===== src/rtl/calib_sweep_fsm.sv =====
// calib_sweep_fsm
//   Runs the tracker's calibration sweep: horizontal sweep, settle gap,
//   vertical sweep, settle gap, then publishes the servo positions that
//   produced the highest light reading.
//
// Ports
//   CLK, RST       clock, synchronous active-high reset
//   START, ABORT   level requests from the mode FSM
//   CNT_L, CNT_U   horizontal / vertical sweep counter running
//   LIGHT          current light level (unsigned)
//   POS_H, POS_V   current servo positions
//   HS, VS         horizontal / vertical sweep enables
//   BUSY           high outside IDLE and FAULT
//   DONE           one-cycle completion pulse
//   ERR            high while in FAULT
//   BEST_H, BEST_V best positions from the last completed run
module calib_sweep_fsm #(
  parameter int unsigned LW      = 10,
  parameter int unsigned PW      = 8,
  parameter int unsigned GAP     = 16,
  parameter int unsigned TIMEOUT = 4096
) (
  input  logic          CLK,
  input  logic          RST,
  input  logic          START,
  input  logic          ABORT,
  input  logic          CNT_L,
  input  logic          CNT_U,
  input  logic [LW-1:0] LIGHT,
  input  logic [PW-1:0] POS_H,
  input  logic [PW-1:0] POS_V,
  output logic          HS,
  output logic          VS,
  output logic          BUSY,
  output logic          DONE,
  output logic          ERR,
  output logic [PW-1:0] BEST_H,
  output logic [PW-1:0] BEST_V
);

  localparam int unsigned TW = (TIMEOUT > 1) ? $clog2(TIMEOUT) : 1;
  localparam int unsigned GW = (GAP > 1) ? $clog2(GAP) : 1;
  localparam logic [TW-1:0] T_LAST = TW'(TIMEOUT - 1);
  localparam logic [GW-1:0] G_LAST = GW'(GAP - 1);

  typedef enum logic [2:0] {
    S_IDLE,
    S_H_SWEEP,
    S_H_GAP,
    S_V_SWEEP,
    S_V_GAP,
    S_FIN,
    S_FAULT
  } state_t;

  state_t        state;
  state_t        next_state;
  logic [LW-1:0] best_light;
  logic [PW-1:0] best_h;
  logic [PW-1:0] best_v;
  logic          seen;
  logic [TW-1:0] tcnt;
  logic [GW-1:0] gcnt;
  logic          cnt_en;
  logic          sweep_done;

  // State register
  always_ff @(posedge CLK) begin
    if (RST) begin
      state <= S_IDLE;
    end else begin
      state <= next_state;
    end
  end

  // Next-state logic; a completing sweep takes precedence over the timeout
  always_comb begin
    next_state = state;
    cnt_en     = 1'b0;
    sweep_done = 1'b0;
    case (state)
      S_IDLE: begin
        if (START) next_state = S_H_SWEEP;
      end
      S_H_SWEEP: begin
        cnt_en     = CNT_L;
        sweep_done = seen & ~CNT_L;
        if (sweep_done)        next_state = S_H_GAP;
        else if (tcnt == T_LAST) next_state = S_FAULT;
      end
      S_H_GAP: begin
        if (gcnt == G_LAST) next_state = S_V_SWEEP;
      end
      S_V_SWEEP: begin
        cnt_en     = CNT_U;
        sweep_done = seen & ~CNT_U;
        if (sweep_done)        next_state = S_V_GAP;
        else if (tcnt == T_LAST) next_state = S_FAULT;
      end
      S_V_GAP: begin
        if (gcnt == G_LAST) next_state = S_FIN;
      end
      S_FIN:   next_state = S_IDLE;
      S_FAULT: next_state = S_FAULT;
      default: next_state = S_IDLE;
    endcase
    if (ABORT) next_state = S_IDLE;
  end

  // Sweep tracking, timeout and gap counters
  always_ff @(posedge CLK) begin
    if (RST) begin
      best_light <= '0;
      best_h     <= '0;
      best_v     <= '0;
      seen       <= 1'b0;
      tcnt       <= '0;
      gcnt       <= '0;
    end else begin
      case (state)
        S_IDLE: begin
          if (next_state == S_H_SWEEP) begin
            best_light <= '0;
            best_h     <= '0;
            seen       <= 1'b0;
            tcnt       <= '0;
          end
        end
        S_H_SWEEP, S_V_SWEEP: begin
          tcnt <= tcnt + 1'b1;
          if (cnt_en) begin
            seen <= 1'b1;
            // strict compare: on ties the earliest position is kept
            if (LIGHT > best_light) begin
              best_light <= LIGHT;
              if (state == S_H_SWEEP) best_h <= POS_H;
              else                    best_v <= POS_V;
            end
          end
          if (sweep_done) begin
            tcnt <= '0;
            gcnt <= '0;
          end
        end
        S_H_GAP: begin
          gcnt <= gcnt + 1'b1;
          if (next_state == S_V_SWEEP) begin
            best_light <= '0;
            best_v     <= '0;
            seen       <= 1'b0;
            tcnt       <= '0;
          end
        end
        S_V_GAP: gcnt <= gcnt + 1'b1;
        default: ;
      endcase
    end
  end

  // Registered outputs, decoded from the state being entered
  always_ff @(posedge CLK) begin
    if (RST) begin
      HS     <= 1'b0;
      VS     <= 1'b0;
      BUSY   <= 1'b0;
      DONE   <= 1'b0;
      ERR    <= 1'b0;
      BEST_H <= '0;
      BEST_V <= '0;
    end else begin
      HS   <= (next_state == S_H_SWEEP);
      VS   <= (next_state == S_V_SWEEP);
      BUSY <= (next_state != S_IDLE) && (next_state != S_FAULT);
      DONE <= (next_state == S_FIN);
      ERR  <= (next_state == S_FAULT);
      if (next_state == S_FIN) begin
        BEST_H <= best_h;
        BEST_V <= best_v;
      end
    end
  end

endmodule

===== config.mk =====
export PLATFORM = sky130hd
export DESIGN_NAME = calib_sweep_fsm
export DESIGN_NICKNAME = d
export VERILOG_FILES = /design/src/rtl/calib_sweep_fsm.sv
export SDC_FILE = /design/constraint.sdc
export NUM_CORES = 1
export LEC_CHECK = 0
export CAP_MARGIN = 25
export CORE_MARGIN = 1.5
export CORE_UTILIZATION = 55
export DETAILED_ROUTE_END_ITERATION = 12
export HOLD_SLACK_MARGIN = 0.15
export PLACE_DENSITY = 0.83
export SLEW_MARGIN = 0
export SYNTH_ARGS = -nofsm -noshare
export SYNTH_HDL_FRONTEND = slang
export SYNTH_SLANG_ARGS = --single-unit

===== constraint.sdc =====
create_clock -name CLK -period 4.9 [get_ports CLK]
set_clock_uncertainty 0.1 [all_clocks]
set_input_delay 1.47 -clock CLK [delete_from_list [all_inputs] [get_ports CLK]]
set_output_delay 1.47 -clock CLK [all_outputs]
set_load 0.02 [all_outputs]

==> results of run 1 <==
[state kept, by name (all words and copies together) (netlist names)]
signal / cells
best_h: 8
ERR: 1
gcnt: 4
state: 3
DONE: 1
BEST_V: 8
best_light: 10
HS: 1
seen: 1
tcnt: 12
VS: 1
best_v: 8
BEST_H: 8
BUSY: 1
[per-stage QoR]
stage,instances,total power [W],utilization
after CTS,476,0.00112,0.705
after global placement,460,0.000659,0.669
after detailed placement,460,0.000661,0.669
after global routing,476,0.00116,0.705
after floorplan,353,0.000618,-
final,476,0.00112,0.705
[logic make-up after synthesis]
family / count (synthesis) / share of synthesized area
simple gates: 132 / 0.213
fa+ha+maj: 12 / 0.0467
buf+inv: 35 / 0.0536
compound gates: 86 / 0.205
mux: 18 / 0.0560
xor+xnor: 3 / 0.00817
flops: 67 / 0.417
[metal layers]
metal / up-vias / track usage / wire length [µm]
met5: - / 0 / 0
met1: 1286 / 0.306 / 3210
met3: 15 / 0.0411 / 408
met2: 78 / 0.393 / 3520
met4: 0 / 0.118 / 155
li1: 1377 / - / -
[cell usage in the layout, fill, tap and decap left out, drive strengths merged, types with 2 or more instances in the layout]
cell / netlist / final
clkinv: 0 / 4
and2: 2 / 2
nor3b: 3 / 3
a31oi: 4 / 4
nor3: 12 / 12
nand4: 2 / 2
o21ai: 9 / 9
a311oi: 16 / 16
mux2i: 18 / 18
nand3b: 8 / 8
a21o: 2 / 2
and3: 3 / 3
nand4b: 8 / 8
nor4: 2 / 2
xor2: 3 / 3
nor2: 43 / 43
ha: 12 / 12
or2: 2 / 2
a221oi: 2 / 2
a211oi: 3 / 3
a21boi: 2 / 2
clkbuf: 12 / 9
inv: 15 / 16
dfxtp: 67 / 67
nand2b: 4 / 4
a22o: 8 / 8
nand2: 28 / 28
buf: 8 / 4
nand3: 8 / 8
nor2b: 4 / 4
clkdlybuf4s50: 0 / 51
a21oi: 30 / 30
[worst min-delay path by stage]
stage / startpoint / end / slack [ps]
floorplan: best_v[0] / best_v[0] / 340
global placement: best_v[1] / best_v[1] / 360
detailed placement: best_v[5] / best_v[5] / 360
CTS: best_v[5] / best_v[5] / 380
global route: best_v[5] / best_v[5] / 410
finish: best_v[5] / best_v[5] / 380
[cell type report]
| cell class | count | area [µm²] |
|---|---|---|
| Clock buffer | 9 | 124 |
| Clock inverter | 7 | 77.6 |
| Sequential cell | 67 | 1340 |
| Inverter | 15 | 56.3 |
| Fill cell | 428 | 1640 |
| Timing Repair Buffer | 55 | 538 |
| Tap cell | 72 | 90.1 |
| Multi-Input combinational cell | 251 | 1700 |
[power breakdown]
part | total, W | switching, W | internal (W)
clock network | 0.000468 | 0.000229 | 0.000238
logic | 0.0000968 | 0.0000542 | 0.0000426
registers | 0.000552 | 0.00000471 | 0.000548
==> summary.txt, run 1 <==
Synth
  • Mapped cell area: 3220 µm²
  • Syn_area_per_cell: 9.12 µm²
  • Top-count cell post-synth: dfxtp_1
  • Largest area contributor in the netlist: dfxtp_1
  • Post-Syn Instances: 353
  • Async SR Flop Fraction: 0
  • Synth warn: 0
  • Post-synth EDFFs: 0
  • Net Count, Synth: 397
  • Sequential area share after synthesis: 0.417
  • Library cells used by synthesis: 53
  • Top cells by count, synth: dfxtp_1 (67), nor2_1 (42), a21oi_1 (28), nand2_1 (28), mux2i_1 (18)
  • Synth area leaders: dfxtp_1 (42%), mux2i_1 (5.6%), nor2_1 (4.9%)
  • Top cell type's share of synthesized area: 0.417
  • Flops & latches, synth: 67
  • Main synth FF type: dfxtp_1

Critical path
  • Worst path required time: 4980 ps
  • Buffers plus inverters on the worst setup path: 1
  • Kind of critical path: in2reg
  • RR Endpoint: best_light[9]
  • Arrival time worst endpoint: 3850 ps
  • Critical Path Source: CNT_U
  • Worst Reg-to-Reg Cells: 6
  • Slowest cell on crit path: nor2_2
  • Worst-path cell chain: clkdlybuf4s50_1 > and3b_1 > a31oi_1 > a21boi_4 > a21oi_4 > nor2_2 > a311oi_1
  • Critical Path Fanout Max: 17
  • Worst setup endpoint: best_light[9]
  • CP endpoint kind: register
  • R2R Setup Slk: 1800 ps
  • Number of cells on the critical path: 7
  • R2r startpoint: state[2]
  • Worst path max stage delay: 670 ps
  • Largest delay share family, worst path: compound AO/OA/AOI/OAI gates
  • Startpoint types: input pin

Clocking
  • Root Buffer Master: clkbuf_8
  • Clock buffer depth: 2
  • CTS hold repair buffers: 0
  • Clock transition at path regs: 80 ps
  • Worst-Skew Late Latency: 350 ps
  • Post-CTS sizing: 0
  • Clk sinks: 67
  • TritonCTS clock tree: yes
  • TritonCTS Buffers: 9
  • H-tree depth: 3
  • Post-CTS setup buffer count: 0

Layout
  • Finished layout cell area: 3930 µm²
  • Layout cells sized above 1: 0.0866
  • Layout area overhead: 22.2%
  • Diode count: 0
  • Final net count: 443

Global routing
  • Grt ovf: 0
  • Vias in the first global route: 2578
  • All-Layer GR Usage: 0.241
  • Initial antenna violation count: 0
  • Largest net degree at the start of global routing: 34
  • First-pass GRT wire length: 11.8 mm

Floorplanning
  • Starting Density: 0.577
  • Die Wd: 79.5 µm
  • Die Y-Extent: 79.5 µm
  • CORE AREA: 5570 µm²
  • Row Count: 27
  • Die ar.: 6320 µm²
  • Num ports: 53

Placement
  • Port buffer count: 52
  • Post-DP HPWL: 4.93 mm
  • DP Area: 3730 µm²
  • Post-Place Worst Slack: 833 ps
  • Final Wtd Congestion: 0.868

Power
  • Max IR drop VDD: 0.225 mV
  • Pwr per Cell Area: 284 nW/µm²
  • Leak pwr: 1.34 nW

Route
  • DRT Wirelength: 7.30 mm
  • Drt drc: 0
  • Vias per inst: 5.79
  • ANT nets after route: 0
  • Routed length per placed instance: 15.3 µm
  • Routed vias: 2756
  • DR pass1 iterations: 4
  • Iteration-0 DRC Markers: 177

Job
  • Max-Cap Viols: 0

Timing
  • Total negative setup slack: 0 ps
  • Fmax: 265 MHz
  • Worst-Margin Slew: 826 ps
  • Max Transition Viols Final: 0
  • Hold Slack: 383 ps
  • Final hold vios: 0
  • Min Tclk post-route: 3770 ps
  • Final setup fails: 0
  • Final worst path period share: 0.770
  • RSZ-0062 raised after global routing: no
  • Slew headroom: 0.449
  • Final worst slack: 1130 ps

Worst hold path
  • Hold depth: 1
  • Hold/Removal Path Class: reg2reg

Status
  • Status: finished, final reports clean
Power figures use the tool's default switching activity.
==> run 2, diff against run 1 <==
--- a/config.mk
+++ b/config.mk
@@ -7,10 +7,10 @@
 export LEC_CHECK = 0
 export CAP_MARGIN = 25
 export CORE_MARGIN = 1.5
-export CORE_UTILIZATION = 55
+export CORE_UTILIZATION = 48
 export DETAILED_ROUTE_END_ITERATION = 12
 export HOLD_SLACK_MARGIN = 0.15
-export PLACE_DENSITY = 0.83
+export PLACE_DENSITY = 0.77
 export SLEW_MARGIN = 0
 export SYNTH_ARGS = -nofsm -noshare
 export SYNTH_HDL_FRONTEND = slang
==> constraint.sdc (replaced) <==
create_clock -name CLK -period 3.3 [get_ports CLK]
set_clock_uncertainty 0.1 [all_clocks]
set_input_delay 0.99 -clock CLK [delete_from_list [all_inputs] [get_ports CLK]]
set_output_delay 0.99 -clock CLK [all_outputs]
set_load 0.02 [all_outputs]
==> summary.txt, run 2 (same netlist as run 1, synthesis figures left out) <==
Critical path
  • R2R Setup Slk: 740 ps (-1060 ps)
  • Kind of critical path: in2reg
  • R2r startpoint: tcnt[0]
  • Arrival time worst endpoint: 3200 ps (-650 ps)
  • Startpoint types: input pin
  • RR Endpoint: BEST_H[1]
  • CP endpoint kind: register
  • Critical Path Fanout Max: 20 (+3)
  • Worst path required time: 3440 ps (-1540 ps)
  • Worst Reg-to-Reg Cells: 7 (+1)
  • Critical Path Source: LIGHT[9]

Status
  • Failing checks: DRC
  • Status: finished with violations

Layout
  • Layout area overhead: 28.3%
  • Top reg by flops: tcnt
  • Largest register FFs: 12 (unchanged)
  • Top flop regs: tcnt x12, best_light x10
  • Layout cells sized above 1: 0.124 (+0.0369)
  • Commonest non-fill, non-tap cells in the layout: dfxtp_1 (67), clkdlybuf4s50_1 (51), nor2_1 (42)
  • Diode count: 0 (unchanged)
  • Most common cell after layout, fill and taps aside: dfxtp_1
  • Final net count: 460 (+3.8%)

Timing
  • Final worst path period share: 0.926
  • Worst-Margin Slew: 713 ps (-113 ps)
  • Max Transition Viols Final: 0 (unchanged)
  • Final hold vios: 0 (unchanged)
  • Fmax: 327 MHz
  • Hold Slack: 381 ps (-1.35 ps)
  • Final worst slack: 244 ps (-882 ps)
  • Total negative setup slack: 0 ps (unchanged)
  • Min Tclk post-route: 3060 ps
  • Slew headroom: 0.524 (+0.0749)
  • Final setup fails: 0 (unchanged)
  • RSZ-0062 raised after global routing: no

Clocking
  • Clock transition at path regs: 80 ps (about the same)
  • Root Buffer Master: clkbuf_8
  • Post-CTS sizing: 0 (unchanged)
  • Post-CTS setup buffer count: 0 (unchanged)
  • CTS hold repair buffers: 0 (unchanged)
  • Worst-Skew Late Latency: 350 ps (about the same)
  • TritonCTS clock tree: yes
  • Clock buffer depth: 2 (unchanged)
  • H-tree depth: 3 (unchanged)
  • TritonCTS Buffers: 9 (unchanged)
  • Clk sinks: 67 (unchanged)

Global routing
  • Initial antenna violation count: 0 (unchanged)
  • Grt ovf: 0 (unchanged)
  • First-pass GRT wire length: 12.4 mm (+5.3%)
  • All-Layer GR Usage: 0.216 (-0.0246)
  • Vias in the first global route: 2766 (+7.3%)
  • Largest net degree at the start of global routing: 43 (+26%)

Route
  • Routed length per placed instance: 14.9 µm (-3.1%)
  • Iteration-0 DRC Markers: 159 (-10%)
  • Routed vias: 2788 (+1.2%)
  • Drt drc: 2 (+2)
  • DRT Wirelength: 7.40 mm (+1.4%)
  • Vias per inst: 5.60 (-3.3%)
  • DR pass1 iterations: 8 (+4)
  • ANT nets after route: 0 (unchanged)

Placement
  • Post-DP HPWL: 5.07 mm (+2.9%)
  • Final Wtd Congestion: 0.801 (-7.8%)
  • Port buffer count: 52 (unchanged)
  • Post-Place Worst Slack: -114 ps (-948 ps)

Power
  • Psw: 0.000415 W (+44%)
  • Reg power frac: 0.465 (-0.030)
  • Max IR drop VDD: 0.243 mV (+8.2%)
  • Leak pwr: 1.45 nW (+8.0%)
  • Internal power: 0.00134 W (+62%)
  • Net Sw Frac: 0.236 (-0.0220)
  • Clock group share of total power: 0.438 (+0.019)
  • Combinational Power Share: 0.097 (+0.010)
  • Pwr per Cell Area: 425 nW/µm² (+50%)

Floorplanning
  • Num ports: 53 (unchanged)
  • CORE AREA: 6420 µm² (+15%)
  • Die ar.: 7200 µm² (+14%)
  • Row Count: 29 (+7.4%)
  • Starting Density: 0.501 (-0.0763)
  • Die Wd: 84.9 µm (+6.8%)
  • Die Y-Extent: 84.9 µm (+6.8%)

Worst hold path
  • Hold/Removal Path Class: reg2reg
  • Worst min-delay path startpoint: best_v[2]
  • Min-Delay Endpoint: best_v[2]
  • Hold depth: 1 (unchanged)

Job
  • Max-Cap Viols: 0 (unchanged)
[run 2: changes by cell type in the layout (fill, tap and decap cells not counted)]
cell        delta
buf_4         +14
clkinvlp_4     +1
bufinv_16      +1
buf_12         +3
clkinv_4       -2
inv_6          -1
clkbuf_8       +1
[run 2: worst max-delay path, stage by stage]
cell and delay, ps:
clkdlybuf4s50_1 440, ha_1 320, nand3_1 100, nor3_1 300, a221oi_2 150, a211oi_2 260, buf_4 280, a21oi_1 100
a311oi_1 260
[run 2: how the worst max path moves through the flow]
stage / cells past startpoint / to
finish: 9 / best_light[5]
floorplan: 8 / best_light[4]
detailed placement: 9 / best_light[8]
global placement: 7 / best_v[5]
global route: 9 / best_light[8]
CTS: 9 / best_light[8]
[run 2: area by class of cell]
cell class / instances / area [µm²]
Timing Repair Buffer: 72 / 703
Multi-Input combinational cell: 251 / 1700
Tap cell: 77 / 96.3
Clock inverter: 6 / 88.8
Clock buffer: 10 / 138
Sequential cell: 67 / 1340
Fill cell: 557 / 2290
Inverter: 15 / 56.3
[run 2: layer usage]
layer,share of wire,up-vias,global-route usage,routed length [µm]
met5,0,-,0,0
met4,0.014,0,0.0924,106
met3,0.054,11,0.0554,401
met2,0.48,67,0.364,3520
met1,0.46,1300,0.263,3370
li1,-,1410,-,-
[run 2: per-stage QoR]
step                      instances  total power (W)  cell area [µm²]  utilization
final                           498          0.00176             4130        0.643
after global routing            498          0.00183             4130        0.643
after CTS                       498          0.00177             4130        0.643
after detailed placement        482          0.00101             3900        0.607
after global placement          482          0.00100             3900        0.607
after floorplan                 353         0.000918             3220            -
[run 2: power groups by stage]
| stage | sequential (W) | clock (W) | combinational, W |
|---|---|---|---|
| final | 0.000817 | 0.000768 | 0.000171 |
| after global placement | 0.000835 | 0 | 0.000167 |
| after floorplan | 0.000837 | 0 | 0.0000810 |
| after global routing | 0.000817 | 0.000830 | 0.000185 |
| after CTS | 0.000817 | 0.000786 | 0.000171 |
| after detailed placement | 0.000836 | 0 | 0.000170 |
